### config.mk
export PLATFORM = sky130hd
export DESIGN_NAME = shift_sequencer
export DESIGN_NICKNAME = d
export VERILOG_FILES = /design/src/rtl/shift_sequencer_pkg.sv /design/src/rtl/shift_sequencer_uni_reg4.sv /design/src/rtl/shift_sequencer.sv
export SDC_FILE = /design/constraint.sdc
export NUM_CORES = 1
export LEC_CHECK = 0
export CAP_MARGIN = 40
export CORE_ASPECT_RATIO = 1.4
export CORE_MARGIN = 2
export CORE_UTILIZATION = 50
export CTS_BUF_LIST = sky130_fd_sc_hd__clkbuf_8
export DETAILED_ROUTE_END_ITERATION = 10
export GPL_TIMING_DRIVEN = 0
export PLACE_DENSITY_LB_ADDON = 0.15
export SLEW_MARGIN = 10
export SYNTH_ARGS = -nofsm -noshare
export SYNTH_HDL_FRONTEND = slang
export SYNTH_HIERARCHICAL = 1
export SYNTH_SLANG_ARGS = --single-unit
### constraint.sdc
create_clock -name clk -period 2.7 [get_ports clk]
set_clock_uncertainty 0.2 [all_clocks]
set_input_delay 0.27 -clock clk [delete_from_list [all_inputs] [get_ports clk]]
set_output_delay 0.27 -clock clk [all_outputs]
set_load 0.01 [all_outputs]
### src/rtl/shift_sequencer_pkg.sv
// Shared types for shift_sequencer: op codes, FSM states, register mode selects.
// SHIFT_SEQUENCER_ROTATE_EN enables the ROL/ROR op codes.
package shift_sequencer_pkg;

  typedef enum logic [2:0] {
    LOAD = 3'b000,
    SHL  = 3'b001,
    SHR  = 3'b010,
    ROL  = 3'b011,
    ROR  = 3'b100
  } op_e;

  typedef enum logic [1:0] {
    IDLE = 2'b00,
    RUN  = 2'b01,
    DONE = 2'b10
  } state_e;

  localparam logic [1:0] MODE_HOLD = 2'b00;
  localparam logic [1:0] MODE_SHR  = 2'b01;
  localparam logic [1:0] MODE_SHL  = 2'b10;
  localparam logic [1:0] MODE_LOAD = 2'b11;

  // Rotates only count as legal when their feedback path is built.
  function automatic logic op_legal(input logic [2:0] op);
`ifdef SHIFT_SEQUENCER_ROTATE_EN
    return (op <= 3'd4);
`else
    return (op <= 3'd2);
`endif
  endfunction

endpackage

### src/rtl/shift_sequencer_uni_reg4.sv
// 4-bit universal register: hold, shift right, shift left or parallel load,
// selected by mode {l,r}; asynchronous active-low reset to zero.
module uni_reg4
  import shift_sequencer_pkg::*;
(
  input  logic       clk,
  input  logic       nrst,
  input  logic [1:0] mode,
  input  logic       i,
  input  logic [3:0] d,
  output logic [3:0] q
);

  logic [3:0] q_q;
  logic [3:0] q_d;

  always_comb begin
    q_d = q_q;
    case (mode)
      MODE_HOLD: q_d = q_q;
      MODE_SHR:  q_d = {i, q_q[3:1]};
      MODE_SHL:  q_d = {q_q[2:0], i};
      MODE_LOAD: q_d = d;
      default:   q_d = q_q;
    endcase
  end

  always_ff @(posedge clk or negedge nrst) begin
    if (!nrst) begin
      q_q <= 4'b0000;
    end else begin
      q_q <= q_d;
    end
  end

  assign q = q_q;

endmodule

### src/rtl/shift_sequencer.sv
// Command sequencer for a 4-bit universal register: LOAD / SHL / SHR / ROL / ROR.
// Rotates are built only when SHIFT_SEQUENCER_ROTATE_EN is defined.
module shift_sequencer
  import shift_sequencer_pkg::*;
(
  input  logic       clk,
  input  logic       nrst,
  input  logic       cmd_valid,
  output logic       cmd_ready,
  input  logic [2:0] cmd_op,
  input  logic [1:0] cmd_cnt,
  input  logic [3:0] cmd_data,
  input  logic       sin,
  output logic [3:0] q,
  output logic       sout,
  output logic       busy,
  output logic       done,
  output logic       err,
  output logic [1:0] dbg_state
);

  // Handshake: a command is taken on a rising edge where cmd_valid && cmd_ready;
  // cmd_ready is high only in IDLE, so cmd_* are don't-care at all other times.

  state_e     state_q, state_d;
  op_e        op_q, op_d;
  logic [1:0] cnt_q, cnt_d;
  logic [1:0] step_q, step_d;
  logic [3:0] data_q, data_d;
  logic       sout_q, sout_d;
  logic       busy_q, busy_d;
  logic       done_q, done_d;
  logic       err_q, err_d;

  logic [1:0] mode;
  logic       ser_in;
  logic       shift_out;

  // Register drive is only non-hold while RUN; everything else leaves q alone.
  always_comb begin
    mode      = MODE_HOLD;
    ser_in    = 1'b0;
    shift_out = sout_q;
    if (state_q == RUN) begin
      case (op_q)
        LOAD: mode = MODE_LOAD;
        SHL: begin
          mode      = MODE_SHL;
          ser_in    = sin;
          shift_out = q[3];
        end
        SHR: begin
          mode      = MODE_SHR;
          ser_in    = sin;
          shift_out = q[0];
        end
`ifdef SHIFT_SEQUENCER_ROTATE_EN
        ROL: begin
          mode      = MODE_SHL;
          ser_in    = q[3];
          shift_out = q[3];
        end
        ROR: begin
          mode      = MODE_SHR;
          ser_in    = q[0];
          shift_out = q[0];
        end
`endif
        default: mode = MODE_HOLD;
      endcase
    end
  end

  always_comb begin
    state_d = state_q;
    op_d    = op_q;
    cnt_d   = cnt_q;
    step_d  = step_q;
    data_d  = data_q;
    sout_d  = sout_q;
    busy_d  = busy_q;
    done_d  = 1'b0;
    err_d   = 1'b0;
    case (state_q)
      IDLE: begin
        if (cmd_valid) begin
          op_d   = op_e'(cmd_op);
          cnt_d  = (cmd_op == LOAD) ? 2'd0 : cmd_cnt;
          data_d = cmd_data;
          step_d = 2'd0;
          if (op_legal(cmd_op)) begin
            state_d = RUN;
            busy_d  = 1'b1;
          end else begin
            state_d = DONE;
            done_d  = 1'b1;
            err_d   = 1'b1;
          end
        end
      end
      RUN: begin
        sout_d = shift_out;
        step_d = step_q + 2'd1;
        if (step_q == cnt_q) begin
          state_d = DONE;
          busy_d  = 1'b0;
          done_d  = 1'b1;
        end
      end
      DONE:    state_d = IDLE;
      default: state_d = IDLE;
    endcase
  end

  always_ff @(posedge clk or negedge nrst) begin
    if (!nrst) begin
      state_q <= IDLE;
      op_q    <= LOAD;
      cnt_q   <= 2'd0;
      step_q  <= 2'd0;
      data_q  <= 4'b0000;
      sout_q  <= 1'b0;
      busy_q  <= 1'b0;
      done_q  <= 1'b0;
      err_q   <= 1'b0;
    end else begin
      state_q <= state_d;
      op_q    <= op_d;
      cnt_q   <= cnt_d;
      step_q  <= step_d;
      data_q  <= data_d;
      sout_q  <= sout_d;
      busy_q  <= busy_d;
      done_q  <= done_d;
      err_q   <= err_d;
    end
  end

  uni_reg4 u_reg (
    .clk  (clk),
    .nrst (nrst),
    .mode (mode),
    .i    (ser_in),
    .d    (data_q),
    .q    (q)
  );

  assign cmd_ready = (state_q == IDLE);
  assign sout      = sout_q;
  assign busy      = busy_q;
  assign done      = done_q;
  assign err       = err_q;
  assign dbg_state = state_q;

endmodule

# Yosys cells after proc, flatten, opt, wreduce, memory -nomap -nowiden
# Cells that the tools add are included.
# totals
regBits	21
input_bits	13
output_inout_bits	11
elab_cells	56
# op_classes
add_sub_neg	1
n_lt_le_gt_ge	1
eq_ne	10
n_mux	22
reduce_logical	12
# op_table
op	n
$mux W2	6
$pmux W4 S3	1
$mux W1	9
$pmux W2 S2	2
$reduce_and A2 Y1	4
$logic_not A3 Y1	2
$pmux W1 S2	3
$pmux W2 S3	1
$eq A2 B1 Y1 const B	2
$eq A2 B2 Y1 const B	2
$logic_not A2 Y1	2
$ne A2 B1 Y1 const B	2
$reduce_and A4 Y1	1
$reduce_bool A2 Y1	2
$eq A3 B1 Y1 const B	1
$eq A3 B2 Y1 const B	1
$le A3 B2 Y1 const B	1
$add A2 B1 Y2 const B	1
$eq A2 B2 Y1	1
$ne A2 B2 Y1 const B	1
$reduce_or A2 Y1	1

# Depth between registers and ports, before layout
# logic_depth
depth_word	5
mapped_depth	4
depth_no_buf	3

# By module
# The synthesis kept the hierarchy.
# modules_own_cells
mod	instances	cells_per_inst	area_per_inst_um2	seq_area_each_um2
shift_sequencer	1	61	747.0	425.4
uni_reg4	1	8	205.2	100.1

# Worst setup path before layout
# No wires, ideal clock.
# synth_path
path_type	reg2reg
from	register state_q[1] (netlist: dbg_state[1])
to	register u_reg.q_q[0] (netlist: u_reg/q[0])
setup_ps	140
arrival_time_ps	1674
t_required_ps	2360
path_slack_ps	686
stages_incl_launch_ff	4
path_buffers	0
period_less_slack_ps	2014
cell_sequence	dfrtp_1 -> or3b_1 -> nor2_1 -> mux4_1
# synth_via
elab_chain_len	4
elab_cells_between_ends	8
cone_classes	eq/ne (4); mux (3); reduce/logical (1)
# synth_rtl
item	line	source
start: declaration	shift_sequencer.sv:25	state_e state_q, state_d;
start signal: assignment	shift_sequencer.sv:127	state_q <= state_d;
$eq A2 B1 Y1 *	shift_sequencer.sv:44	if (state_q == RUN) begin
$mux W2 *	shift_sequencer.sv:44	
via mode[1]	shift_sequencer.sv:35	logic [1:0] mode;
$eq A2 B2 Y1 / $eq A2 B1 Y1 (equally long branches)	shift_sequencer_uni_reg4.sv:19	case (mode)
$pmux W4 S3	shift_sequencer_uni_reg4.sv:19	
end signal: assignment	shift_sequencer_uni_reg4.sv:32	q_q <= q_d;
end: declaration	shift_sequencer_uni_reg4.sv:14	logic [3:0] q_q;
# The timed path passes the listed nets; every way through them passes the cells marked *.
# A chain may end at the register's enable or synchronous reset.

# Final worst setup path
# layout_path
from	register state_q[1] (netlist: dbg_state[1])
to	register u_reg.q_q[1] (netlist: u_reg/q[1])
# The elaborated chain is that of the path after synthesis.

==> metrics.md <==
| Metric | Value |
|---|---|
| Clock latency on the worst-skew pair | `0.26 ns` |
| Die height | `55.6 um` |
| Async S/R FF share, synth | `100%` |
| CTS max path bufs | `2` |
| Worst Reg-to-Reg Cells | `3` |
| Layout cells sized above 1 | `a little under an eighth` |
| Combinational cell fraction of total power | `approximately 39%` |
| Crit path required time | `2.63 ns` |
| Ant. Diodes | `0` |
| Final wirelength | `1880 um` |
| Final Wtd Congestion | `0.672` |
| Critical path capture point | `u_reg/q[1]` |
| Hold WC Path Type | `input pin to async pin` |
| Inserted Clock Buffers | `3` |
| Switching power | `roughly 400 uW` |
| Mean post-synth cell area | `13.8 um^2` |
| R2R Path End | `u_reg/q[1]` |
| Period utilisation layout | `79.9%` |
| Critical Path Start Type | `register` |
| Synthesized area | `952 um^2` |
| DRC | `0` |
| NumNets Final | `111` |
| Origin of the critical flop-to-flop path | `dbg_state[1]` |
| CP Cell Sequence | `or3b_1 > nor2_1 > mux4_1` |
| Die Width | `40.9 um` |
| Buf/Inv on CP | `0` |
| Clk sink count | `21` |
| Clock-pin transition on the worst setup and hold timing paths | `0.07 ns` |
| Final hold violation count | `0` |
| Setup TNS Final | `0 ns` |
| Synth area leader | `dfrtp_1` |
| Sw frac | `32.9%` |
| Leak | `approximately 0.00055 uW` |
| Stages on worst setup path | `3` |
| Antenna Nets Post-Route | `0` |
| Worst VDD drop | `approximately 0.56 mV` |
| First-pass DRT Iterations | `4` |
| CP max stage delay | `0.61 ns` |
| Detail Placement HPWL | `1480 um` |
| DR WL met2 | `1020 um` |
| DR vias | `692` |
| Pins Over Slew Limit | `0` |
| Die ar. | `2270 um^2` |
| Worst EP arrival | `2.09 ns` |
| Unrepaired setup endpoints after global routing | `no` |
| Drt initial violations | `16` |
| Sequential power share | `44.9%` |
| R2r setup slk | `0.54 ns` |
| Gr usage total | `19.5%` |
| Normalized max-slew margin | `between 70% and 80%` |
| First-pass GRT wire length | `3030 um` |
| Share of the synthesized area in the top cell type | `55.2%` |
| Origin of the worst setup path | `dbg_state[1]` |
| CTS Hold Buffers Added | `0` |
| Top post-synthesis cells by count | `dfrtp_1 (21), mux2_2 (5)` |
| WL met1 | `741 um` |
| PD cells | `about 950 nW/um^2` |
| Most common cell in the netlist | `dfrtp_1` |
| Max Fclk | `463 MHz` |
| GRT overflow | `0` |
| Seq cells post-synth | `21` |
| Site Rows | `18` |
| Post-CTS Setup Bufs | `0` |
| Max Cap Viol | `0` |
| Largest net degree at the start of global routing | `14` |
| Layout overhead on the synthesized area | `33.1%` |
| Least-Margin Pin Slew | `between 0.4 and 0.5 ns` |
| Met3 WL | `~73 um` |
| Type of the worst setup path | `register to register` |
| IO Pins | `24` |
| CP max-delay cell | `mux4_1` |
| TritonCTS clock tree | `built` |
| Status | `finished clean` |
| Critical path's top delay family | `simple AND/OR/NAND/NOR gates` |
| Vias in the first global route | `approximately 670` |
| DP Cell Count | `roughly 110` |
| Synth unique cells | `25` |
| Fin cells | `117` |
| Max Used Layer | `met4` |
| Setup violators final | `0` |
| Post_cts resized | `0` |
| Mean number of vias per cell | `~6` |
| Internal Power | `a little over 800 uW` |
| Critical Path Fanout Max | `8` |
| Post-synthesis sequential area ratio | `55.2%` |
| Syn Nets | `82` |
| Initial core utilization | `53.5%` |
| Clock network fraction of design power | `16.5%` |
| Clk root buf | `clkbuf_8` |
| Port bufs | `23` |
| WL/cell | `around 16 um` |
| Initial antenna violation count | `0` |
| Synth Warn # | `6` |
| Commonest register cell after synthesis | `dfrtp_1` |
| Htree depth | `1` |
| Post-synth EDFFs | `0` |
| Critical Path End Type | `register` |
| Cell count after synthesis | `69` |
| Core Region | `1780 um^2` |
| Area contributors post-synth | `dfrtp_1 (55%), mux4_1 (11%), mux2_2 (5.9%)` |
| Min cycle time layout | `2.16 ns` |
[logic make-up (layout without fill, tap and decap cells)]
| logic type | after synthesis | in the layout | synth area share (%) |
|---|---|---|---|
| muxes | 12 | 12 | 20.4 |
| xor gates and xnor gates | 3 | 3 | 2.76 |
| buffers and inverters | 1 | 29 | 0.525 |
| AOI/OAI and AO/OA | 14 | 14 | 10.5 |
| DFF | 21 | 21 | 55.2 |
| and+or+nand+nor | 18 | 18 | 10.6 |
[how the worst min path moves through the flow]
stage | from | to | slack (ns) | cells past startpoint
3_3_place_gp | data_q[0] | data_q[0] | 0.26 | 1
5_1_grt | nrst | step_q[0] | 0.15 | 1
6_report | nrst | data_q[1] | 0.12 | 1
2_1_floorplan | nrst | busy | -0.23 | 0
4_1_cts | nrst | data_q[1] | 0.13 | 1
3_5_place_dp | data_q[0] | data_q[0] | 0.28 | 1
[power groups by stage]
stage                     logic [uW]  registers [uW]  clock network [uW]
after global placement           454             540                   0
after floorplan                  274             540                   0
after global routing             517             561                 219
after CTS                        477             541                 206
after detailed placement         469             548                   0
final                            468             543                 199
[per-layer routing]
layer  vias up  global-route usage, %
li1        318                      -
met2        19                   30.4
met4         0                   10.0
met5         -                      0
met1       350                   24.9
met3         5                   2.40
[area by class of cell]
type,count,area [um^2]
multi-input combinational,47,422
timing repair buffer,24,245
tap,20,25.0
clock inverter,1,3.75
clock buffer,3,41.3
buffer,1,5.00
sequential,21,526
fill,130,512
[cells in the final DEF, fill, tap and decap left out, drive strengths merged]
master	synthesis	routed
or3b	1	1
nand2b	2	2
nor2	4	4
xor2	1	1
nor4b	2	2
and3	1	1
a22o	4	4
clkdlybuf4s50	0	23
dfrtp	21	21
mux4	4	4
a21oi	2	2
a21o	2	2
inv	0	1
o31a	1	1
or2	1	1
o21bai	1	1
mux2i	1	1
clkbuf	0	3
o21ai	1	1
nor3	1	1
nand2	4	4
nor3b	2	2
buf	1	2
o22ai	2	2
xnor2	2	2
a31oi	1	1
mux2	7	7
[worst reg2reg max path, cell delays in order, from the launching register on]
cell and delay, ns:
dfrtp_1 0.46, or3b_1 0.47, nor2_1 0.29, mux4_1 0.61
[flip-flops by register name, indices dropped and copies added (netlist names)]
signal,flops
busy,1
cnt_q,2
data_q,4
dbg_state,2
done,1
err,1
op_q,3
sout,1
step_q,2
u_reg/q,4
[per-stage QoR]
step	power (uW)	hold WS (ns)	util [%]	instance area, um^2	worst slack, ns
detailed placement	1020	0.281	68.7	1220	0.536
floorplan	814	-0.226	-	952	0.686
global placement	994	0.260	67.9	1210	0.616
CTS	1220	0.126	71.2	1270	0.527
global route	1300	0.152	71.2	1270	0.459
finish	1210	0.115	71.2	1270	0.542
Power figures use the tool's default switching activity.
